--- src/rtl/uart_pkg.sv ---
// rtl/uart_pkg.sv - shared UART state types and bit-timing helper
package uart_pkg;

    typedef enum logic [1:0] {
        TX_IDLE,
        TX_START,
        TX_DATA,
        TX_STOP
    } tx_state_t;

    typedef enum logic [1:0] {
        RX_IDLE,
        RX_START,
        RX_DATA,
        RX_STOP
    } rx_state_t;

    // Integer division: any fractional part of the ratio is dropped.
    function automatic int clks_per_bit(input int clk_freq, input int baud_rate);
        return clk_freq / baud_rate;
    endfunction

    localparam int DEFAULT_CLK_FREQ     = 50000000;
    localparam int DEFAULT_BAUD_RATE    = 9600;
    localparam int DEFAULT_CLKS_PER_BIT = clks_per_bit(DEFAULT_CLK_FREQ, DEFAULT_BAUD_RATE);

endpackage

--- src/rtl/uart_rx.sv ---
// rtl/uart_rx.sv - 8N1 receiver with input synchronizer and mid-bit sampling
module uart_rx
    import uart_pkg::*;
#(
    parameter int CLKS_PER_BIT = DEFAULT_CLKS_PER_BIT
) (
    input  logic       clk,
    input  logic       rst,
    input  logic       rxd,
    output logic [7:0] data,
    output logic       valid
);

    localparam int              CNT_W    = (CLKS_PER_BIT > 2) ? $clog2(CLKS_PER_BIT) : 1;
    localparam logic [CNT_W-1:0] BIT_END  = CNT_W'(CLKS_PER_BIT - 1);
    localparam logic [CNT_W-1:0] HALF_END = CNT_W'(CLKS_PER_BIT / 2 - 1);

    logic             sync1;
    logic             sync2;
    rx_state_t        state;
    logic [CNT_W-1:0] cnt;
    logic [2:0]       bit_idx;
    logic [7:0]       shift;
    logic             frame_err;

    always_ff @(posedge clk) begin
        if (rst) begin
            sync1     <= 1'b1;
            sync2     <= 1'b1;
            state     <= RX_IDLE;
            cnt       <= '0;
            bit_idx   <= '0;
            shift     <= '0;
            frame_err <= 1'b0;
            data      <= '0;
            valid     <= 1'b0;
        end else begin
            sync1 <= rxd;
            sync2 <= sync1;
            valid <= 1'b0;
            case (state)
                RX_IDLE: begin
                    cnt       <= '0;
                    bit_idx   <= '0;
                    frame_err <= 1'b0;
                    if (!sync2) begin
                        state <= RX_START;
                    end
                end
                RX_START: begin
                    // A start bit that is high again at its midpoint was a glitch.
                    if (cnt == HALF_END) begin
                        cnt   <= '0;
                        state <= sync2 ? RX_IDLE : RX_DATA;
                    end else begin
                        cnt <= cnt + 1'b1;
                    end
                end
                RX_DATA: begin
                    if (cnt == BIT_END) begin
                        cnt   <= '0;
                        shift <= {sync2, shift[7:1]};
                        if (bit_idx == 3'd7) begin
                            state <= RX_STOP;
                        end else begin
                            bit_idx <= bit_idx + 1'b1;
                        end
                    end else begin
                        cnt <= cnt + 1'b1;
                    end
                end
                RX_STOP: begin
                    if (frame_err) begin
                        if (sync2) begin
                            state <= RX_IDLE;
                        end
                    end else if (cnt == BIT_END) begin
                        cnt <= '0;
                        // Leaving at mid-stop leaves half a bit to spot a back-to-back start.
                        if (sync2) begin
                            data  <= shift;
                            valid <= 1'b1;
                            state <= RX_IDLE;
                        end else begin
                            frame_err <= 1'b1;
                        end
                    end else begin
                        cnt <= cnt + 1'b1;
                    end
                end
                default: state <= RX_IDLE;
            endcase
        end
    end

endmodule

--- config.mk ---
export PLATFORM = sky130hd
export DESIGN_NAME = uart_rx
export DESIGN_NICKNAME = d
export VERILOG_FILES = /design/src/rtl/uart_pkg.sv /design/src/rtl/uart_rx.sv
export SDC_FILE = /design/constraint.sdc
export NUM_CORES = 1
export LEC_CHECK = 0
export BUFFER_PORTS_ARGS = -buffer_cell sky130_fd_sc_hd__clkbuf_2
export CORE_MARGIN = 2
export CORE_UTILIZATION = 40
export DETAILED_ROUTE_END_ITERATION = 10
export GPL_TIMING_DRIVEN = 0
export HOLD_SLACK_MARGIN = 0.06
export MAX_ROUTING_LAYER = met4
export PLACE_DENSITY = 0.66
export SLEW_MARGIN = 0
export SYNTH_ARGS = -nofsm -noshare
export SYNTH_HDL_FRONTEND = slang
export SYNTH_SLANG_ARGS = --single-unit
--- constraint.sdc ---
create_clock -name clk -period 5.7 [get_ports clk]
set_input_delay 0.57 -clock clk [delete_from_list [all_inputs] [get_ports clk]]
set_output_delay 0.57 -clock clk [all_outputs]
set_load 0.05 [all_outputs]
==> qor.txt, run 1 <==
FF-to-FF setup slack: 3180 ps
Full die area: 0.00520 mm²
Overall fraction of global-route tracks in use: 0.173
Netlist cell types: 43
Design Power: 0.507 mW
Synthesis-to-layout area growth: 11.3%
Switching power total: 0.129 mW
Count of inserted antenna diode cells: 0
Worst r2r dst: cnt[3]$_SDFFE_PP0P_
Instance count along the most critical hold path: 1
Detailed router's first-iteration violation count: 115
Post-DR vias/cell: 5.55
Post-route antenna net violation count: 0
Clk network pwr share: 0.382
Floorplan row count: 24
Critical path type: register to register
Number of gates given a new drive strength after cts: 0
Startpoint of the lowest-slack hold path: sync1$_SDFF_PP1_
Clk sink count: 38
Cell count after synthesis: 194
Effective utilization at floorplan: 0.420
Placeable core region: 0.00441 mm²
Total half-perimeter wirelength after legalization and detailed placement: 2630 µm
Part of the cycle the worst path needs: 0.442
Switching Fraction: 0.255
Number of ports placed on the die boundary: 12
Number of buffers between clock root and the deepest sink: 2
Final setup violating endpoints: 0
Netlist area before placement: 0.00185 mm²
Number of DRC violations after detailed routing: 0
Worst Path Arrival: 2680 ps
Number of max-capacitance violations reported: 0
Share of post-route cells with drive strength above 1: 0.193
Sequential group share of total power: 0.534
# Post-CTS Setup Buffers: 0
Yosys warns: 0
Peak VDD IR: 0.119 mV
Maximum number of pins on one net before global-route repair: 13
Crit-path max FO: 10
Share of the core filled with cells in the final layout: 0.468
Final Hold Vio Count: 0
Number of CTS-inserted buffers: 5
Clock latency on the worst-skew pair: 300 ps
Max H-tree Level: 2
Worst-path clk slew: 80 ps
RSZ-0062 raised after global routing: no
Sum of negative setup slack: 0 ps
Net count of the mapped netlist: 204
Global-route wire length before repair: 6680 µm
Leakage power of the design: 0.748 nW
Transition time of the tightest slew-check pin: 718 ps
Sequential share of the synthesized area: 0.410
Register bit total from synthesis: 38
Total vias in the final route: 1,464
Detailed-route wire length per cell: 14.2 µm
Congestion Overflow GR: 0
Number of slew-limit violations in the final report: 0
Cts hold-fix bufs: 0
Combinational power share: 0.084
# port buffers: 10
Fmax: 0.397 GHz
Critical path data required time: 5860 ps
Setup Skew: 5.60 ps
Detailed-router iteration count before antenna repair: 4
Launching element type of the critical path: register
CTS root buf: sky130_fd_sc_hd__clkbuf_8
Power density normalized to cell area: 245 mW/mm²
Startpoint of the worst register-to-register path: cnt[0]$_SDFFE_PP0P_
Path depth of the worst reg2reg path: 7
Number of nets in the final layout: 221
Antenna violations before repair: 0
Synthesized area divided by synthesized cell count: 9.56 µm²
Vias in the first global route: 1,460
Clock period minus worst slack: 2520 ps
Crit end category: register
Endpoint with the worst hold slack: sync2$_SDFF_PP1_
Tightest Hold Check Type: register to register
Die span in y: 72.1 µm
Total internal power: 0.378 mW
Result of the run: finished, final reports clean
TritonCTS clock tree: yes
Chip Width: 72.1 µm
Global placer's final weighted congestion: 0.892
Final Routed Wirelength: 3740 µm
Tightest slew margin relative to the limit: 0.518
==> cell usage in the layout (no fill, tap or decap), types with 3 or more instances in the layout <==
cell                        n
sky130_fd_sc_hd__ha_1       7
sky130_fd_sc_hd__nor3_1     7
sky130_fd_sc_hd__nor2_1    12
sky130_fd_sc_hd__a211oi_1   3
sky130_fd_sc_hd__nand2_1    7
sky130_fd_sc_hd__nor4_1     6
sky130_fd_sc_hd__inv_1      4
sky130_fd_sc_hd__nand3_1   11
sky130_fd_sc_hd__mux2i_1   10
sky130_fd_sc_hd__clkbuf_2  10
sky130_fd_sc_hd__a21oi_1    9
sky130_fd_sc_hd__xnor2_1    6
sky130_fd_sc_hd__dfxtp_1   38
sky130_fd_sc_hd__o21ai_1    8
sky130_fd_sc_hd__xor2_1     5
sky130_fd_sc_hd__clkbuf_1   6
sky130_fd_sc_hd__clkbuf_8   6
sky130_fd_sc_hd__nand4_1    9
sky130_fd_sc_hd__buf_6      3
sky130_fd_sc_hd__nor3_2    10
==> flip-flops by register name, indices dropped and copies added (netlist names), named ones only <==
register and cells:
frame_err 1, sync1 1, state 1, sync2 1, data 8, cnt 13
bit_idx 3, shift 8, valid 1
==> cell usage after synthesis <==
cell | number | area (µm²)
sky130_fd_sc_hd__a21oi_1 | 9 | 45.0
sky130_fd_sc_hd__ha_1 | 7 | 87.6
sky130_fd_sc_hd__or4b_4 | 1 | 13.8
sky130_fd_sc_hd__or4_4 | 1 | 11.3
sky130_fd_sc_hd__a31oi_1 | 1 | 6.26
sky130_fd_sc_hd__o21ai_4 | 1 | 16.3
sky130_fd_sc_hd__a22o_1 | 2 | 17.5
sky130_fd_sc_hd__or4b_1 | 1 | 10.0
sky130_fd_sc_hd__and3_1 | 2 | 12.5
sky130_fd_sc_hd__nand3_1 | 11 | 55.1
sky130_fd_sc_hd__mux2i_1 | 10 | 100
sky130_fd_sc_hd__o21ai_0 | 1 | 5.00
sky130_fd_sc_hd__and2_0 | 1 | 6.26
sky130_fd_sc_hd__nor4b_2 | 1 | 15.0
sky130_fd_sc_hd__o21a_1 | 1 | 7.51
sky130_fd_sc_hd__or2_2 | 2 | 12.5
sky130_fd_sc_hd__nand2b_1 | 2 | 12.5
sky130_fd_sc_hd__xnor2_1 | 6 | 52.6
sky130_fd_sc_hd__dfxtp_1 | 38 | 761
sky130_fd_sc_hd__nor4b_1 | 2 | 17.5
sky130_fd_sc_hd__buf_2 | 1 | 5.00
sky130_fd_sc_hd__a21bo_2 | 1 | 10.0
sky130_fd_sc_hd__buf_1 | 1 | 3.75
sky130_fd_sc_hd__a211oi_1 | 3 | 22.5
sky130_fd_sc_hd__or3_1 | 2 | 12.5
sky130_fd_sc_hd__o21ai_1 | 8 | 40.0
sky130_fd_sc_hd__nor4_1 | 6 | 37.5
sky130_fd_sc_hd__nand2_1 | 7 | 26.3
sky130_fd_sc_hd__a41oi_1 | 2 | 17.5
sky130_fd_sc_hd__inv_1 | 4 | 15.0
sky130_fd_sc_hd__nand4_1 | 9 | 56.3
sky130_fd_sc_hd__nor3_1 | 7 | 35.0
sky130_fd_sc_hd__mux2_2 | 1 | 11.3
sky130_fd_sc_hd__nor2_1 | 12 | 45.0
sky130_fd_sc_hd__nor3_2 | 10 | 100
sky130_fd_sc_hd__buf_6 | 3 | 33.8
sky130_fd_sc_hd__xor2_1 | 5 | 43.8
sky130_fd_sc_hd__and4_1 | 1 | 8.76
sky130_fd_sc_hd__and2_1 | 2 | 12.5
sky130_fd_sc_hd__nor4_2 | 1 | 12.5
sky130_fd_sc_hd__or4_1 | 1 | 7.51
sky130_fd_sc_hd__clkbuf_1 | 6 | 22.5
sky130_fd_sc_hd__nor4bb_1 | 1 | 10.0
==> kinds of logic (layout without fill, tap and decap cells) <==
family          Yosys count  in the layout  synth area share
xor+xnor                 11             11            0.0520
flops                    38             38             0.410
buf+inv                  15             33            0.0432
simple gates             83             83             0.286
mux                      11             11            0.0601
fa+ha+maj                 7              7            0.0472
compound gates           29             29             0.101
==> power groups by stage <==
stage | clock, mW | sequential (mW) | combinational (mW)
6_report | 0.194 | 0.270 | 0.0428
5_1_grt | 0.209 | 0.271 | 0.0491
2_1_floorplan | 0 | 0.276 | 0.0338
3_5_place_dp | 0 | 0.277 | 0.0432
4_1_cts | 0.199 | 0.270 | 0.0433
3_3_place_gp | 0 | 0.277 | 0.0427
==> final cells by class <==
class | count | area (µm²)
clock buffer | 6 | 82.6
tap | 52 | 65.1
multi-input combinational | 141 | 1010
timing repair buffer | 10 | 50.0
fill | 446 | 2350
inverter | 4 | 15.0
buffer | 11 | 65.1
clock inverter | 2 | 12.5
sequential | 38 | 761
==> per-layer routing <==
layer | share of wire | GRT usage | up-vias
li1 | - | - | 745
met1 | 0.48 | 0.222 | 684
met2 | 0.45 | 0.245 | 25
met3 | 0.037 | 0.0389 | 10
met4 | 0.034 | 0.113 | 0
met5 | 0 | - | -
==> critical path: stages (launching register included) <==
cell,delay (ps)
sky130_fd_sc_hd__dfxtp_1,370
sky130_fd_sc_hd__ha_1,270
sky130_fd_sc_hd__and4_1,210
sky130_fd_sc_hd__clkbuf_1,270
sky130_fd_sc_hd__a31oi_1,190
sky130_fd_sc_hd__nor3_1,390
sky130_fd_sc_hd__clkbuf_1,570
sky130_fd_sc_hd__nor3_2,110
==> worst max path at each step <==
stage | startpoint | end | slack [ps] | cells past startpoint
global placement | cnt[0]$_SDFFE_PP0P_ | cnt[2]$_SDFFE_PP0P_ | 3180 | 6
finish | cnt[0]$_SDFFE_PP0P_ | cnt[3]$_SDFFE_PP0P_ | 3180 | 7
floorplan | cnt[7]$_SDFFE_PP0P_ | cnt[10]$_SDFFE_PP0P_ | 3580 | 7
CTS | cnt[0]$_SDFFE_PP0P_ | cnt[3]$_SDFFE_PP0P_ | 3160 | 7
detailed placement | cnt[0]$_SDFFE_PP0P_ | cnt[3]$_SDFFE_PP0P_ | 3170 | 6
global route | cnt[0]$_SDFFE_PP0P_ | cnt[3]$_SDFFE_PP0P_ | 2840 | 7
==> per-stage QoR <==
step                      instance area, µm²  std cells  setup slack [ps]  hold WS [ps]
final                                   2060        264              3180           429
after global routing                    2060        264              2840           452
after detailed placement                1970        256              3170           409
after CTS                               2060        264              3160           432
after floorplan                         1850        194              3580           389
after global placement                  1970        256              3180           394
Power figures use the tool's default switching activity.
==> inputs of run 2 (changes only) <==
PLACE_DENSITY = 0.68   (was 0.66)
clock period = 2.27 ns   (was 5.7 ns; I/O delays follow)
==> run 2 against run 1 <==
Effect of this change: register-to-register slack worse by 3100 ps; final cell count up 1.5%; flip-flop and latch count unchanged; fmax up 14%; wire length up 7.8%; critical path depth down 2; sequential share of layout area down 2.2 points.
==> qor.txt, run 2 (synthesis gave the netlist of run 1 again) <==
Global placer's final weighted congestion: 0.836 (-6.4%)
Effective utilization at floorplan: 0.420 (unchanged)
Post-route antenna net violation count: 0 (unchanged)
Count of inserted antenna diode cells: 0 (unchanged)
Commonest non-fill, non-tap cells in the layout: 38 x sky130_fd_sc_hd__dfxtp_1, 12 x sky130_fd_sc_hd__nor2_1, 12 x sky130_fd_sc_hd__nor3_2
Chip Width: 72.1 µm (unchanged)
Number of fill cells: 413 (-7.4%)
Detail Route met3 WL: 151 µm (+7.9%)
Flip-flop count of the largest register, all copies and words added: 13 (unchanged)
CTS root buf: sky130_fd_sc_hd__clkbuf_8
TritonCTS clock tree: yes
Highest routed layer: met4
Synthesis-to-layout area growth: 18.4%
Floorplan row count: 24 (unchanged)
Transition time of the tightest slew-check pin: 732 ps (+14.2 ps)
Full die area: 0.00520 mm² (unchanged)
Max H-tree Level: 2 (unchanged)
Clk sink count: 38 (unchanged)
Result of the run: finished, final reports clean
Placeable core region: 0.00441 mm² (unchanged)
Number of CTS-inserted buffers: 5 (unchanged)
Crit end category: register
Metal-1 WL: 1880 µm (+4.4%)
# port buffers: 10 (unchanged)
Final Hold Vio Count: 0 (unchanged)
Number of nets in the final layout: 225 (+1.8%)
Global-route wire length before repair: 6850 µm (+2.6%)
Clock period minus worst slack: 2220 ps (-305 ps)
Detailed router's first-iteration violation count: 154 (+34%)
Number of slew-limit violations in the final report: 0 (unchanged)
Met2 routed WL: 1950 µm (+17%)
Share of post-route cells with drive strength above 1: 0.241 (+0.0473)
Total half-perimeter wirelength after legalization and detailed placement: 2670 µm (+1.5%)
Part of the cycle the worst path needs: 0.977 (+0.534)
Detailed-router iteration count before antenna repair: 4 (unchanged)
Worst-path clk slew: 80 ps (about the same)
Clock latency on the worst-skew pair: 290 ps (about the same)
Number of max-capacitance violations reported: 0 (unchanged)
Final setup margin: 52.8 ps (-3130 ps)
Crit-path max FO: 6 (-4)
Peak VDD IR: 0.385 mV (+220%)
Cts hold-fix bufs: 0 (unchanged)
Non-filler cells, final: 268 (+1.5%)
Largest registers: cnt x13, data x8, shift x8
Number of ports placed on the die boundary: 12 (unchanged)
Die span in y: 72.1 µm (unchanged)
Fmax: 0.451 GHz (+14%)
Register bank with the most flops: cnt
Power density normalized to cell area: 690 mW/mm² (+180%)
FF-to-FF setup slack: 50 ps (-3130 ps)
Commonest non-fill, non-tap cell in the layout: sky130_fd_sc_hd__dfxtp_1
Sum of negative setup slack: 0 ps (unchanged)
Maximum number of pins on one net before global-route repair: 14 (+1)
Worst hold-check slack: 113 ps (-316 ps)
Launching element type of the critical path: register
Post-DR vias/cell: 5.71 (+3.0%)
Critical path type: register to register
Overall fraction of global-route tracks in use: 0.172 (-0.00166)
Total vias in the final route: 1,531 (+4.6%)
Vias in the first global route: 1,457 (-0.21%)
Antenna violations before repair: 0 (unchanged)
Number of buffers between clock root and the deepest sink: 2 (unchanged)
Tightest Hold Check Type: primary input to register
Critical path data required time: 2450 ps (-3410 ps)
Congestion Overflow GR: 0 (unchanged)
Tightest slew margin relative to the limit: 0.508 (-0.00951)
Detailed-route wire length per cell: 15.1 µm (+6.2%)
Setup slack after placement: -293 ps (-3470 ps)
Setup Skew: 5.35 ps (-0.253 ps)
Final Routed Wirelength: 4030 µm (+7.8%)
Final setup violating endpoints: 0 (unchanged)
Number of DRC violations after detailed routing: 0 (unchanged)
Placed cell count: 256 (unchanged)
Leakage power of the design: 0.811 nW (+8.4%)
Worst Path Arrival: 2400 ps (-280 ps)
==> run 2: stage by stage <==
step                cell area (µm²)  power (mW)  utilization
finish                         2190        1.51        0.497
global route                   2190        1.57        0.497
CTS                            2110        1.49        0.479
detailed placement             1970       0.802        0.446
global placement               1970       0.802        0.446
floorplan                      1850       0.777            -
==> run 2: area by class of cell <==
class | count | area [µm²] | area share
multi-input combinational | 141 | 1040 | 0.475
sequential | 38 | 761 | 0.347
timing repair buffer | 17 | 120 | 0.0547
clock buffer | 5 | 68.8 | 0.0314
clock inverter | 3 | 68.8 | 0.0314
tap | 52 | 65.1 | 0.0296
buffer | 8 | 52.6 | 0.0239
inverter | 4 | 15.0 | 0.00684
==> run 2: power breakdown <==
part	switching [mW]	internal, mW	total (mW)
Sequential	0.00710	0.672	0.679
Combinational	0.0835	0.0612	0.145
Clock	0.250	0.440	0.691
==> run 2: worst paths after layout <==
| kind | start | end | depth (start not counted) |
|---|---|---|---|
| worst max-delay path | cnt[5]$_SDFFE_PP0P_ | cnt[2]$_SDFFE_PP0P_ | 5 |
| worst min-delay path | rxd | sync1$_SDFF_PP1_ | 2 |
| worst max register to register | cnt[5]$_SDFFE_PP0P_ | cnt[2]$_SDFFE_PP0P_ | 5 |
| worst min register to register | sync1$_SDFF_PP1_ | sync2$_SDFF_PP1_ | 1 |
==> run 2: worst max-delay path, stage by stage (launching register included) <==
cell and delay [ps]:
sky130_fd_sc_hd__dfxtp_1 380, sky130_fd_sc_hd__or4b_1 630, sky130_fd_sc_hd__or4_4 590, sky130_fd_sc_hd__o21ai_4 270, sky130_fd_sc_hd__clkbuf_16 200, sky130_fd_sc_hd__nor3_2 40
==> run 2: what timing repair did <==
action / in CTS / in global routing
setup buffers: 0 / 6
gates cloned: 0 / 1
resized for setup: 2 / 7
endpoints found under the setup margin: 10 / 14
pin swaps: 0 / 4
==> run 2: metal layers <==
| layer | vias up | GRT usage |
|---|---|---|
| met5 | - | - |
| met4 | 0 | 0.0608 |
| met3 | 5 | 0.0444 |
| met2 | 35 | 0.265 |
| met1 | 738 | 0.218 |
| li1 | 753 | - |
==> inputs of run 3 (changes only) <==
CORE_UTILIZATION = 53   (was 40)
HOLD_SLACK_MARGIN = 0.03   (was 0.06)
PLACE_DENSITY = 0.83   (was 0.68)
==> run 3 against run 2 <==
Effect of this change: fmax hardly changed; hold slack got worse by 55 ps; clock skew rose by 1.3 ps; first-iteration DRC count fell by 18%; utilization grew 13 points; highest routed layer unchanged.
==> qor.txt, run 3 (synthesis gave the netlist of run 1 again) <==
Setup Skew: 6.69 ps (+1.34 ps)
Congestion Overflow GR: 0 (unchanged)
Final setup margin: 52.0 ps (-0.810 ps)
Result of the run: finished, final reports clean
Commonest non-fill, non-tap cells in the layout: 37 x sky130_fd_sc_hd__dfxtp_1, 12 x sky130_fd_sc_hd__nor2_1, 12 x sky130_fd_sc_hd__nor3_2
Number of DRC violations after detailed routing: 0 (unchanged)
Full die area: 0.00399 mm² (-23%)
Floorplan row count: 21 (-13%)
Endpoint with the worst hold slack: sync1$_SDFF_PP1_
Final instance area: 0.00210 mm² (-4.1%)
Crit end category: register
Total half-perimeter wirelength after legalization and detailed placement: 2590 µm (-3.0%)
Number of fill cells: 291 (-30%)
Tightest Hold Check Type: primary input to register
Power density normalized to cell area: 602 mW/mm² (-13%)
Share of the core filled with cells in the final layout: 0.631 (+0.134)
Global-route wire length before repair: 6560 µm (-4.3%)
Placeable core region: 0.00334 mm² (-24%)
Number of nets in the final layout: 221 (-1.8%)
Number of slew-limit violations in the final report: 0 (unchanged)
Flip-flop count of the largest register, all copies and words added: 13 (unchanged)
Largest registers: cnt x13, data x8, shift x8
Critical path type: register to register
Ordered cell list for the critical path: or4b_1 -> or4_4 -> o21ai_4 -> clkbuf_16 -> nor3_2
Post-DR vias/cell: 5.88 (+2.9%)
Sum of negative setup slack: 0 ps (unchanged)
Number of max-capacitance violations reported: 0 (unchanged)
GRT met1 Usage: 0.257 (+0.0397)
Delay of the slowest cell on the worst path: 640 ps (about the same)
Cts hold-fix bufs: 0 (unchanged)
Max H-tree Level: 2 (unchanged)
Clock latency on the worst-skew pair: 360 ps (+70 ps)
Worst Path Arrival: 2470 ps (+70 ps)
Final Routed Wirelength: 3880 µm (-3.7%)
Most heavily used metal layer in global routing: met2
Slowest-stage cell, CP: sky130_fd_sc_hd__or4b_1
Instance count along the most critical hold path: 2 (unchanged)
Critical path data required time: 2520 ps (+70 ps)
Startpoint of the worst register-to-register path: cnt[5]$_SDFFE_PP0P_
Number of buffers between clock root and the deepest sink: 2 (unchanged)
Worst hold-check slack: 58.0 ps (-54.6 ps)
Share of post-route cells with drive strength above 1: 0.222 (-0.0190)
Final setup violating endpoints: 0 (unchanged)
Startpoint of the lowest-slack hold path: rxd
Fmax: 0.451 GHz (about the same)
Detailed router's first-iteration violation count: 127 (-18%)
Synthesis-to-layout area growth: 13.5%
Number of CTS-inserted buffers: 5 (unchanged)
Vias in the first global route: 1,435 (-1.5%)
Leakage power of the design: 0.762 nW (-6.0%)
Path depth of the worst reg2reg path: 5 (unchanged)
Effective utilization at floorplan: 0.556 (+0.136)
Largest delay share family, worst path: simple AND/OR/NAND/NOR gates
Worst-path clk slew: 110 ps (+30 ps)
Setup slack after placement: -279 ps (+13.9 ps)
Placed cell count: 250 (-2.3%)
Register bank with the most flops: cnt
Global placer's final weighted congestion: 0.849 (+1.6%)
TritonCTS clock tree: yes
Final Hold Vio Count: 0 (unchanged)
Met3 global-route usage: 0.0482 (+0.00377)
Design Power: 1.27 mW (-16%)
CTS root buf: sky130_fd_sc_hd__clkbuf_4
Met2 usage: 0.350 (+0.0847)
Count of inserted antenna diode cells: 0 (unchanged)
Worst r2r dst: cnt[3]$_SDFFE_PP0P_
Peak VDD IR: 0.592 mV (+54%)
Part of the cycle the worst path needs: 0.977 (about the same)
Crit-path max FO: 6 (unchanged)
Detailed-route wire length per cell: 15.1 µm (about the same)
Overall fraction of global-route tracks in use: 0.216 (+0.0442)
Transition time of the tightest slew-check pin: 700 ps (-31.4 ps)
Non-filler cells, final: 258 (-3.7%)
Clock period minus worst slack: 2220 ps (+0.811 ps)
Die span in y: 63.2 µm (-12%)
Maximum number of pins on one net before global-route repair: 12 (-2)
Commonest non-fill, non-tap cell in the layout: sky130_fd_sc_hd__dfxtp_1
Tightest slew margin relative to the limit: 0.533 (+0.0250)
Number of ports placed on the die boundary: 12 (unchanged)
Antenna violations before repair: 0 (unchanged)
Placed cell area: 0.00196 mm² (-0.38%)
Post-route antenna net violation count: 0 (unchanged)
Bufs and invs on worst path: 1 (unchanged)
Detailed-router iteration count before antenna repair: 5 (+1)
# port buffers: 10 (unchanged)
Chip Width: 63.2 µm (-12%)
Launching element type of the critical path: register
FF-to-FF setup slack: 50 ps (about the same)
Clk sink count: 38 (unchanged)
Total vias in the final route: 1,516 (-0.98%)
-- run 3: changes by cell type in the layout (fill, tap and decap cells not counted), moves of 2 or more --
cell	change
sky130_fd_sc_hd__clkbuf_8	-5
sky130_fd_sc_hd__clkbuf_1	+2
sky130_fd_sc_hd__buf_4	-4
sky130_fd_sc_hd__clkbuf_4	+5
-- run 3: worst max-delay path by stage --
stage,from,end,slack [ps],cells after the start
3_3_place_gp,cnt[0]$_SDFFE_PP0P_,cnt[5]$_SDFFE_PP0P_,-250,6
2_1_floorplan,cnt[7]$_SDFFE_PP0P_,cnt[10]$_SDFFE_PP0P_,150,7
5_1_grt,cnt[1]$_SDFFE_PP0P_,state[0]$_SDFFE_PP0P_,-9,5
4_1_cts,cnt[0]$_SDFFE_PP0P_,cnt[11]$_SDFFE_PP0P_,4,7
6_report,cnt[5]$_SDFFE_PP0P_,cnt[3]$_SDFFE_PP0P_,50,5
3_5_place_dp,cnt[0]$_SDFFE_PP0P_,cnt[4]$_SDFFE_PP0P_,-280,6
-- run 3: power by group --
group	switching, mW	total (mW)	internal, mW
registers	0.00685	0.679	0.673
clock network	0.224	0.457	0.234
logic	0.0814	0.131	0.0493
total	0.312	1.27	0.955
-- run 3: repair_timing --
item                                    4_1_cts  5_1_grt
pin swaps                                     0        3
resized for setup                             2        8
endpoints found under the setup margin       10       19
gates cloned                                  0        1
setup buffers                                 0        2
-- run 3: worst reg2reg max path: stages (launching register included) --
cell and delay [ps]:
sky130_fd_sc_hd__dfxtp_1 390, sky130_fd_sc_hd__or4b_1 640, sky130_fd_sc_hd__or4_4 600, sky130_fd_sc_hd__o21ai_4 260
sky130_fd_sc_hd__clkbuf_16 200, sky130_fd_sc_hd__nor3_2 40
-- run 3: area by class of cell --
cell class                 instances  area (µm²)  area share
sequential                        38         762       0.362
clock inverter                     1        30.0      0.0143
tap                               46        57.6      0.0273
inverter                           4        15.0     0.00713
buffer                             8        52.6      0.0250
multi-input combinational        141        1050       0.500
timing repair buffer              13        90.1      0.0428
clock buffer                       7        45.0      0.0214
-- run 3: per-layer routing --
layer / share of wire / vias to the layer above
met5: 0 / -
met4: 0.019 / 0
met3: 0.037 / 9
met2: 0.48 / 28
met1: 0.46 / 729
li1: - / 750
